<file path="config.mk">
export PLATFORM = sky130hd
export DESIGN_NAME = mdu_sequencer
export DESIGN_NICKNAME = d
export VERILOG_FILES = /design/src/rtl/mdu_sequencer_pkg.sv /design/src/rtl/mdu_sequencer.sv
export SDC_FILE = /design/constraint.sdc
export NUM_CORES = 1
export LEC_CHECK = 0
export CAP_MARGIN = 25
export CORE_MARGIN = 2
export CORE_UTILIZATION = 41
export DETAILED_ROUTE_END_ITERATION = 16
export PLACE_DENSITY = 0.79
export SLEW_MARGIN = 40
export SYNTH_ARGS = -nofsm -noshare
export SYNTH_HDL_FRONTEND = slang
export SYNTH_SLANG_ARGS = --single-unit
</file>
<file path="constraint.sdc">
create_clock -name clk -period 1.85 [get_ports clk]
set_input_delay 0.37 -clock clk [delete_from_list [all_inputs] [get_ports clk]]
set_output_delay 0.37 -clock clk [all_outputs]
set_load 0.05 [all_outputs]
</file>
<file path="src/rtl/mdu_sequencer_pkg.sv">
// Shared MDU definitions: operation encodings, sequencer state encodings and
// small op-class helpers used by the E-stage multiply/divide sequencer.
package mdu_sequencer_pkg;

    typedef enum logic [2:0] {
        MDU_MULT  = 3'd0,
        MDU_MULTU = 3'd1,
        MDU_DIV   = 3'd2,
        MDU_DIVU  = 3'd3,
        MDU_MTLO  = 3'd4,
        MDU_MTHI  = 3'd5
    } mdu_op_e;

    typedef enum logic [1:0] {
        ST_IDLE   = 2'd0,
        ST_RUN    = 2'd1,
        ST_COMMIT = 2'd2
    } mdu_state_e;

    localparam int MDU_CYCLES_MIN = 2;
    localparam int MDU_CYCLES_MAX = 15;

    function automatic logic mdu_op_legal(input logic [2:0] op);
        return op <= MDU_MTHI;
    endfunction

    // Multi-cycle arithmetic (mult/multu/div/divu) versus single-cycle moves.
    function automatic logic mdu_op_is_arith(input logic [2:0] op);
        return !op[2];
    endfunction

    function automatic logic mdu_op_is_div(input logic [2:0] op);
        return op[2:1] == 2'b01;
    endfunction

endpackage

</file>
<file path="src/rtl/mdu_sequencer.sv">
// E-stage sequencer for the multiply/divide unit: accepts one operation,
// launches the datapath, times it with a down-counter and pulses the HI/LO commit.
//
// state  | meaning
// IDLE   | ready; mtlo/mthi complete from here via mv_pend
// RUN    | arithmetic op in flight, counter counting down to 1
// COMMIT | datapath writes HI/LO this cycle; new requests wait
module mdu_sequencer
    import mdu_sequencer_pkg::*;
#(
    parameter int MULT_CYCLES = 5,
    parameter int DIV_CYCLES  = 10
) (
    input  logic        clk,
    input  logic        reset,
    input  logic        req_valid,
    input  logic [2:0]  req_op,
    input  logic [31:0] req_a,
    input  logic [31:0] req_b,
    input  logic        rd_req,
    input  logic        flush,
    output logic        req_ready,
    output logic        stall,
    output logic        mdu_start,
    output logic [2:0]  mdu_ctrl,
    output logic [31:0] mdu_a,
    output logic [31:0] mdu_b,
    output logic        mdu_commit,
    output logic        busy,
    output logic        will_busy
);

    if (MULT_CYCLES < MDU_CYCLES_MIN || MULT_CYCLES > MDU_CYCLES_MAX) begin : g_bad_mult_cycles
        $error("mdu_sequencer: MULT_CYCLES must be within 2..15");
    end
    if (DIV_CYCLES < MDU_CYCLES_MIN || DIV_CYCLES > MDU_CYCLES_MAX) begin : g_bad_div_cycles
        $error("mdu_sequencer: DIV_CYCLES must be within 2..15");
    end

    localparam logic [3:0] MULT_LOAD = 4'(MULT_CYCLES - 1);
    localparam logic [3:0] DIV_LOAD  = 4'(DIV_CYCLES - 1);

    mdu_state_e  state_q, state_d;
    logic [3:0]  cnt_q, cnt_d;
    logic        mv_pend_q, mv_pend_d;
    logic        start_q, start_d;
    logic [2:0]  ctrl_q, ctrl_d;
    logic [31:0] a_q, a_d;
    logic [31:0] b_q, b_d;

    logic        busy_w;
    logic        accept;
    logic        accept_arith;
    logic        accept_mv;

    always_comb begin
        busy_w       = (state_q != ST_IDLE);
        // Reset gating keeps will_busy and the latches quiet while reset is held.
        accept       = reset && req_valid && !flush && mdu_op_legal(req_op)
                       && (state_q == ST_IDLE);
        accept_arith = accept && mdu_op_is_arith(req_op);
        accept_mv    = accept && !mdu_op_is_arith(req_op);

        state_d   = state_q;
        cnt_d     = cnt_q;
        mv_pend_d = accept_mv;
        start_d   = accept;
        ctrl_d    = ctrl_q;
        a_d       = a_q;
        b_d       = b_q;

        if (accept) begin
            ctrl_d = req_op;
            a_d    = req_a;
            b_d    = req_b;
        end

        case (state_q)
            ST_IDLE: begin
                if (accept_arith) begin
                    cnt_d   = mdu_op_is_div(req_op) ? DIV_LOAD : MULT_LOAD;
                    state_d = ST_RUN;
                end
            end
            ST_RUN: begin
                cnt_d = cnt_q - 4'd1;
                if (cnt_q == 4'd1) begin
                    state_d = ST_COMMIT;
                end
            end
            ST_COMMIT: begin
                state_d = ST_IDLE;
            end
            default: begin
                state_d = ST_IDLE;
            end
        endcase
    end

    always_ff @(posedge clk) begin
        if (!reset) begin
            state_q   <= ST_IDLE;
            cnt_q     <= 4'd0;
            mv_pend_q <= 1'b0;
            start_q   <= 1'b0;
            ctrl_q    <= 3'd0;
            a_q       <= 32'd0;
            b_q       <= 32'd0;
        end else begin
            state_q   <= state_d;
            cnt_q     <= cnt_d;
            mv_pend_q <= mv_pend_d;
            start_q   <= start_d;
            ctrl_q    <= ctrl_d;
            a_q       <= a_d;
            b_q       <= b_d;
        end
    end

    assign busy       = busy_w;
    assign req_ready  = !busy_w;
    assign will_busy  = accept_arith || (state_q == ST_RUN);
    assign stall      = (req_valid && busy_w) || (rd_req && (busy_w || mv_pend_q));
    assign mdu_start  = start_q;
    assign mdu_commit = (state_q == ST_COMMIT) || mv_pend_q;
    assign mdu_ctrl   = ctrl_q;
    assign mdu_a      = a_q;
    assign mdu_b      = b_q;

endmodule
</file>
Yosys cells after proc, flatten, opt, wreduce, memory -nomap -nowiden
Index checks and enable logic that the tools add are counted.
{"block": "op_classes", "n_addsub": 1, "n_lt_le_gt_ge": 1, "eq_ne": 6, "mux": 6, "reduce_logical": 20}
{"operator": "1-bit logical AND", "count": 8}
{"operator": "4-bit 2-to-1 mux", "count": 2}
{"operator": "4-bit case mux with 2 select lines", "count": 1}
{"operator": "2-bit by 1-bit equality test with 1-bit output, second input constant", "count": 2}
{"operator": "4-bit by 1-bit equality test with 1-bit output, second input constant", "count": 1}
{"operator": "1-bit logical OR", "count": 4}
{"operator": "2-bit 2-to-1 mux", "count": 2}
{"operator": "2-bit != test, second input constant", "count": 2}
{"operator": "2-bit case mux with 2 select lines", "count": 1}
{"operator": "2-bit AND reduction", "count": 2}
{"operator": "2-bit nonzero test", "count": 2}
{"operator": "4-bit by 1-bit subtractor with 4-bit output, second input constant", "count": 1}
{"operator": "3-bit less-or-equal comparator, second input constant", "count": 1}
{"operator": "1-bit zero test", "count": 3}
{"operator": "2-bit equality test, second input constant", "count": 1}
{"operator": "2-bit zero test", "count": 1}
{"block": "word_totals", "register_bits": 75, "out_inout_bits": 73, "word_cells": 41}

Logic depth before layout (Yosys ltp)
Gate-level depths: netlist of the first run.
{"block": "depth", "depth_word": 7, "depth_mapped": 7, "mapped_depth_nobuf": 5}

Worst setup path before layout of the first run
No wires, ideal clock.
{"block": "synth_path", "path_type": "register to output", "startpoint": "reg state_q[0]", "endpoint": "out stall", "t_arrival_ps": 1430, "setup_slack_ps": 50, "path_stages_with_launch": 5, "n_path_buf": 1, "path_cell_list": "dfxtp_1 -> or2_1 -> buf_6 -> a21oi_1 -> nor2_1"}
{"block": "synth_between", "elab_chain_len": 4, "word_cells_on_any_way": 5}
{"item": "from (decl)", "line_no": "mdu_sequencer.sv:43", "rtl": "mdu_state_e state_q, state_d;"}
{"item": "from (signal assigned)", "line_no": "mdu_sequencer.sv:110", "rtl": "state_q <= state_d;"}
{"item": "2-bit nonzero test *", "line_no": "mdu_sequencer.sv:57", "rtl": "busy_w = (state_q != ST_IDLE);"}
{"item": "via busy", "line_no": "mdu_sequencer.sv:29", "rtl": "output logic busy,"}
{"item": "1-bit logical OR", "line_no": "mdu_sequencer.sv:123", "rtl": "assign stall = (req_valid && busy_w) || (rd_req && (busy_w || mv_pend_q));"}
{"item": "1-bit logical AND", "line_no": "mdu_sequencer.sv:123"}
{"item": "1-bit logical OR *", "line_no": "mdu_sequencer.sv:123"}
{"item": "to (decl)", "line_no": "mdu_sequencer.sv:23", "rtl": "output logic stall,"}
Mark *: on every way through the listed nets, which the timed path passes. The rest lies on a longest branch.

Final worst setup path of the first run
{"block": "layout_path", "startpoint": "reg start_q, in the netlist mdu_start", "endpoint": "out mdu_start"}
{"item": "from (decl)", "line_no": "mdu_sequencer.sv:46", "rtl": "logic start_q, start_d;"}
{"item": "from (signal assigned)", "line_no": "mdu_sequencer.sv:113", "rtl": "start_q <= start_d;"}
{"item": "to (decl)", "line_no": "mdu_sequencer.sv:24", "rtl": "output logic mdu_start,"}
No word-level cell between the ends.

==> out/metrics.csv, run 1 <==
stage;metric;value;unit
status;status;finished, final reports clean;
yosys;#FFs+latches synth;75;
pwr;Power Dens Cells;800;mW/mm2
sta;normalized max-slew margin;65.4;%
worst_setup_path;Worst Path Max Fanout;1;
placement;final HPWL from detailed placement;5.43;mm
layout;nets;564;
layout;Antenna Cells;0;
worst_setup_path;WP data arrival;1440;ps
drt;via count;2701;
layout;most common cell after layout, fill and taps aside;dfxtp_1;
placement;IO Port Bufs;144;
worst_hold_path;Min-Delay Path Class;flop to flop;
yosys;YS warnings;0;
worst_setup_path;Worst Path Buf+Inv;1;
die;die area;0.00818;mm2
drt;DR iter-0 viols;73;
layout;Multi-input gate area;0.00122;mm2
sta;setup repair after global routing missed its margin;no;
yosys;Synth Flop Type;dfxtp_1;
sta;Setup Skew;7.55;ps
global_route;initial antenna violation count;0;
die;Initial Util;42.3;%
sta;setup violators final;0;
yosys;Cell Area, Synth;0.00307;mm2
layout;commonest non-fill, non-tap cells in the layout;dfxtp_1, inv_1, nand2_1, clkdlybuf4s50_1, mux2i_1;
die;io pins;145;
worst_setup_path;CP Launch Type;flop;
worst_setup_path;critical path type;flop to output port;
die;row count;31;
worst_setup_path;CP Capture Type;output port;
drt;post-DR vias/cell;4.55;
drt;DRC viols;0;
drt;average wire per standard cell;12.4;um
layout;register area;0.00150;mm2
clock_tree;Reg clk slew, reported paths;80;ps
worst_setup_path;Critical Path, Cell by Cell;clkdlybuf4s50_1;
die;die width;90.5;um
sta;final hold viol count;0;
yosys;Post-synth EDFFs;0;
clock_tree;CTS Buf Count;9;
job;Max Cap Viol;0;
worst_setup_path;largest delay contributor family on the critical path;buffers and inverters;
clock_tree;CTS H-Tree Depth;3;
yosys;Yosys cell types;32;
sta;fmax;554;MHz
yosys;fraction of registers with async set/reset;0;%
yosys;Post-Syn Instances;336;
clock_tree;CTS tree;done;
yosys;syn nets;410;
drt;Post-Route WL;7.37;mm
sta;worst hold slack;458;ps
sta;fin crit share;97.6;%
yosys;top cells by area, synth;dfxtp_1, mux2i_1, inv_1;
drt;antenna-violating nets left;0;
clock_tree;Max Root-Sink Buffers;2;
die;Core Area;0.00725;mm2
die;Die Height;90.5;um
sta;crit path time final;1810;ps
drt;DR pass1 iterations;4;
clock_tree;Sink Count;75;
worst_setup_path;Req. time, crit path;1480;ps
global_route;Global Route Usage Sum;18.5;%
clock_tree;root buf cell;clkbuf_8;
placement;routability cong.;0.756;
layout;Fill cells;621;
clock_tree;CTS Hold Bufs;0;
layout;share of cells above drive strength 1;15.2;%
placement;placed cells;576;
yosys;Synth area leader;dfxtp_1;
worst_setup_path;Max stage delay on crit path;790;ps
global_route;largest net degree at the start of global routing;44;
yosys;area share of the largest cell type after synthesis;49.0;%
pwr;Peak VDD IR;415;uV
worst_setup_path;Slowest-stage cell, CP;clkdlybuf4s50_1;
global_route;number of global-route vias before repair;2738;
layout;Area Overhead vs Synth;57.6;%
clock_tree;clk_lat worst skew;340;ps
sta;Slew Viols, Final;0;
yosys;post-synthesis sequential area ratio;49.0;%
pwr;LEAKAGE;0.00275;uW
layout;Final Instance Count excl. Fillers;594;
global_route;GRT overflow;0;
sta;Tightest Pin Transition;521;ps
yosys;Mean Syn Cell Area;9.12;um2
global_route;first-pass GRT wire length;12.3;mm
## metrics by stage
stage	worst slack, ps	util, %	instance area, um2	setup TNS (ps)	power [uW]
finish	45.0	66.6	4830	0	3870
global route	4.73	66.6	4830	0	4020
CTS	-2.08	66.4	4820	-2.08	3910
detailed placement	-167	63.7	4620	-472	2570
global placement	-178	63.7	4620	-178	2550
floorplan	50.5	-	3070	0	2220
## layout make-up
type                    count  share of cell area (%)
flip-flops and latches     75                    31.1
multi-input cells         173                    25.2
clock buffers               9                    2.56
repair buffers            159                    31.1
inverters                  72                    5.59
clock inverters             7                    1.92
well taps                  99                    2.56
## cells by family after synthesis
group	synth area share (%)
AND/OR/NAND/NOR	13.1
buffers and inverters	12.3
flip-flops	49.0
multiplexers	21.2
AO/OA/AOI/OAI	3.51
adder cells (fa/ha/maj)	0.816
## worst reg2reg max path, delay by kind of cell (launching register included)
family	cells	cell delay (ps)
AND/OR/NAND/NOR	2	670
flip-flops	1	350
AO/OA/AOI/OAI	1	180
buffers and inverters	1	190
## Yosys cell counts (2+ instances only)
| cell type | instances |
|---|---|
| a211oi_1 | 2 |
| a21oi_1 | 4 |
| and3_1 | 2 |
| buf_2 | 2 |
| buf_6 | 6 |
| clkbuf_1 | 8 |
| dfxtp_1 | 75 |
| ha_1 | 2 |
| inv_1 | 70 |
| inv_2 | 2 |
| mux2i_1 | 65 |
| nand2_1 | 70 |
| nand2b_1 | 2 |
| nor2_1 | 2 |
| nor3_1 | 3 |
| nor3b_1 | 2 |
| nor4bb_1 | 2 |
| o21ai_0 | 3 |
## sequential cells by signal, summed over array words and instances, names as in the netlist
signal,cells
cnt_q,4
mdu_a,32
mdu_b,32
mdu_ctrl,3
mdu_start,1
mv_pend_q,1
state_q,2
## metal layers
metal	vias up	global-route usage, %	routed length, um
li1	1353	-	-
met1	1247	20.4	3080
met2	91	32.8	3690
met3	10	5.43	479
met4	0	8.08	115
met5	-	0	0
## worst paths after layout
check	start	to	slack, ps	cells past startpoint
setup / recovery	mdu_start	mdu_start	40	1
hold / removal	mdu_a[24]	mdu_a[24]	460	2
setup reg to reg	state_q[1]	mdu_ctrl[2]	410	4
hold reg to reg	mdu_a[24]	mdu_a[24]	460	2
## report_power, final
| group | switching, uW | total, uW | leakage, uW | internal [uW] |
|---|---|---|---|---|
| Clock | 610 | 1360 | 0.000101 | 754 |
| Sequential | 41.2 | 1730 | 0.000612 | 1690 |
| Combinational | 447 | 769 | 0.00204 | 322 |
## what timing repair did
action / CTS / global route
endpoints found under the setup margin: 37 / 2
pin swaps: 1 / 0
gates resized for setup: 41 / 2
buffers inserted: 1 / 1
Note: power is estimated with default switching activity, not from simulation.
==> run 2: changes to the inputs <==
Settings changed: SLEW_MARGIN 40 to 20.
==> results of run 2 <==
Final layout, timing and power as in run 1 (identical DEF).
==> run 3: changes to the inputs <==
Settings changed: CORE_ASPECT_RATIO from default to 0.5.
==> out/metrics.csv, run 3 (synthesis gave the netlist of run 1 again) <==
stage;metric;value;unit;change
layout;nets;564;;unchanged
die;die area;0.00823;mm2;+0.52%
pwr;register share of total power;37.4;%;-7.4 points
clock_tree;clk_lat worst skew;340;ps;about the same
worst_setup_path;critical path type;flop to output port;;
placement;final HPWL from detailed placement;5.45;mm;+0.41%
clock_tree;CTS tree;done;;
global_route;initial antenna violation count;0;;unchanged
die;die width;126;um;+40%
die;Core Area;0.00729;mm2;+0.57%
worst_setup_path;largest delay contributor family on the critical path;buffers and inverters;;
placement;placed cells;575;;-0.17%
job;Max Cap Viol;0;;unchanged
layout;Final Instance Count excl. Fillers;591;;-0.51%
clock_tree;Max Root-Sink Buffers;2;;unchanged
clock_tree;root buf cell;clkbuf_16;;
sta;Setup Skew;6.02;ps;-1.53 ps
global_route;Global Route Usage Sum;19.0;%;+0.48 points
sta;fmax;557;MHz;+0.56%
placement;IO Port Bufs;144;;unchanged
pwr;Pint;3480;uW;+26%
clock_tree;CTS H-Tree Depth;3;;unchanged
worst_hold_path;Min-Delay Path Class;flop to flop;;
worst_setup_path;Worst Path Buf+Inv;1;;unchanged
sta;fin crit share;97.0;%;-0.54 points
pwr;switching power;1160;uW;+5.5%
drt;via count;2630;;-2.6%
layout;commonest non-fill, non-tap cells in the layout;dfxtp_1, inv_1, nand2_1, clkdlybuf4s50_1, mux2i_1;;
worst_setup_path;Req. time, crit path;1480;ps;about the same
pwr;Clock Power Share;45.9;%;+11 points
drt;average wire per standard cell;12.5;um;+0.52%
sta;Tightest Pin Transition;507;ps;-13.5 ps
clock_tree;CTS Hold Bufs;0;;unchanged
global_route;GRT overflow;0;;unchanged
pwr;Power Dens Cells;931;mW/mm2;+16%
worst_setup_path;WP data arrival;1430;ps;about the same
layout;most common cell after layout, fill and taps aside;dfxtp_1;;
layout;Area Overhead vs Synth;62.7;%;
pwr;LEAKAGE;0.00288;uW;+4.7%
status;status;finished, final reports clean;;
die;Die Height;65.1;um;-28%
die;row count;22;;-29%
layout;Antenna Cells;0;;unchanged
worst_setup_path;Critical Path, Cell by Cell;clkdlybuf4s50_1;;
layout;design area;0.00499;mm2;+3.2%
placement;routability cong.;0.827;;+9.3%
pwr;Sw Ratio;25.0;%;-3.4 points
sta;final setup margin;54.9;ps;+9.99 ps
clock_tree;Sink Count;75;;unchanged
worst_setup_path;CP Launch Type;flop;;
worst_setup_path;CP Capture Type;output port;;
clock_tree;# Post-CTS Setup Buffers;0;;-1
drt;DR iter-0 viols;113;;+55%
pwr;combinational fraction of design power;16.7;%;-3.2 points
layout;share of cells above drive strength 1;16.6;%;+1.4 points
sta;setup repair after global routing missed its margin;no;;
die;io pins;145;;unchanged
sta;setup violators final;0;;unchanged
drt;post-DR vias/cell;4.45;;-2.1%
layout;Multi-input gate area;0.00120;mm2;-1.1%
sta;normalized max-slew margin;66.1;%;+0.71 points
global_route;first-pass GRT wire length;12.3;mm;-0.11%
worst_setup_path;Slowest-stage cell, CP;clkdlybuf4s50_1;;
sta;crit path time final;1800;ps;-9.99 ps
drt;DRC viols;0;;unchanged
worst_setup_path;Worst Path Max Fanout;1;;unchanged
placement;dpl ws;-124;ps;+43.7 ps
pwr;Peak VDD IR;420;uV;+1.0%
drt;DR pass1 iterations;4;;unchanged
global_route;number of global-route vias before repair;2576;;-5.9%
layout;Fill cells;572;;-7.9%
drt;antenna-violating nets left;0;;unchanged
sta;Slew Viols, Final;0;;unchanged
placement;placed cell areas;0.00462;mm2;about the same
clock_tree;CTS Buf Count;9;;unchanged
die;Initial Util;42.0;%;-0.24 points
global_route;largest net degree at the start of global routing;50;;+14%
sta;final hold viol count;0;;unchanged
drt;Post-Route WL;7.37;mm;about the same
clock_tree;Reg clk slew, reported paths;60;ps;-20 ps
worst_setup_path;Max stage delay on crit path;790;ps;about the same
layout;register area;0.00150;mm2;about the same
==> run 3: changes by cell type in the layout (fill, tap and decap cells not counted), moves of 2 or more <==
cell and change:
clkbuf_16 +9, clkinvlp_4 -3, dlygate4sd2_1 -15, clkinv_2 -2, clkbuf_8 -9, clkinv_4 +2
buf_4 +8, dlymetal6s2s_1 +6, bufinv_16 +2
==> run 3: power by group through the flow <==
stage / registers, uW / logic [uW] / clock network (uW)
floorplan: 2020 / 193 / 0
global placement: 1770 / 786 / 0
detailed placement: 1770 / 793 / 0
CTS: 1740 / 781 / 2170
global route: 1750 / 820 / 2250
finish: 1740 / 774 / 2130
==> run 3: worst paths after layout <==
kind | from | to | slack, ps | cells past startpoint
min reg2reg | mdu_a[21] | mdu_a[21] | 450 | 2
max | mdu_start | mdu_start | 50 | 1
max reg2reg | state_q[1] | mdu_b[3] | 420 | 5
min | mdu_a[21] | mdu_a[21] | 450 | 2
==> run 3: per-layer routing <==
layer	vias up	GRT usage, %	routed length, um
met2	59	32.2	3600
met4	0	9.89	246
li1	1351	-	-
met5	-	0	0
met3	20	6.11	338
met1	1200	21.9	3190
==> run 3: cell type report <==
class / count / area share (%)
well taps: 96 / 2.41
repair buffers: 159 / 30.6
inverters: 72 / 5.42
clock inverters: 6 / 2.76
flip-flops and latches: 75 / 30.1
clock buffers: 10 / 4.59
multi-input cells: 173 / 24.1
==> run 3: metrics by stage <==
step	TNS (ps)	power, uW	util [%]	hold slack, ps
final	0	4640	68.4	454
after floorplan	0	2220	-	464
after global routing	0	4820	68.4	477
after detailed placement	-125	2560	63.4	451
after CTS	0	4690	68.1	457
after global placement	-89.0	2560	63.4	444
==> run 3: timing repair <==
action / 4_1_cts / 5_1_grt
hold endpoints to repair: 0 / 0
gates cloned: 0 / 0
endpoints found under the setup margin: 22 / 7
pin swaps: 2 / 0
resized for setup: 25 / 7
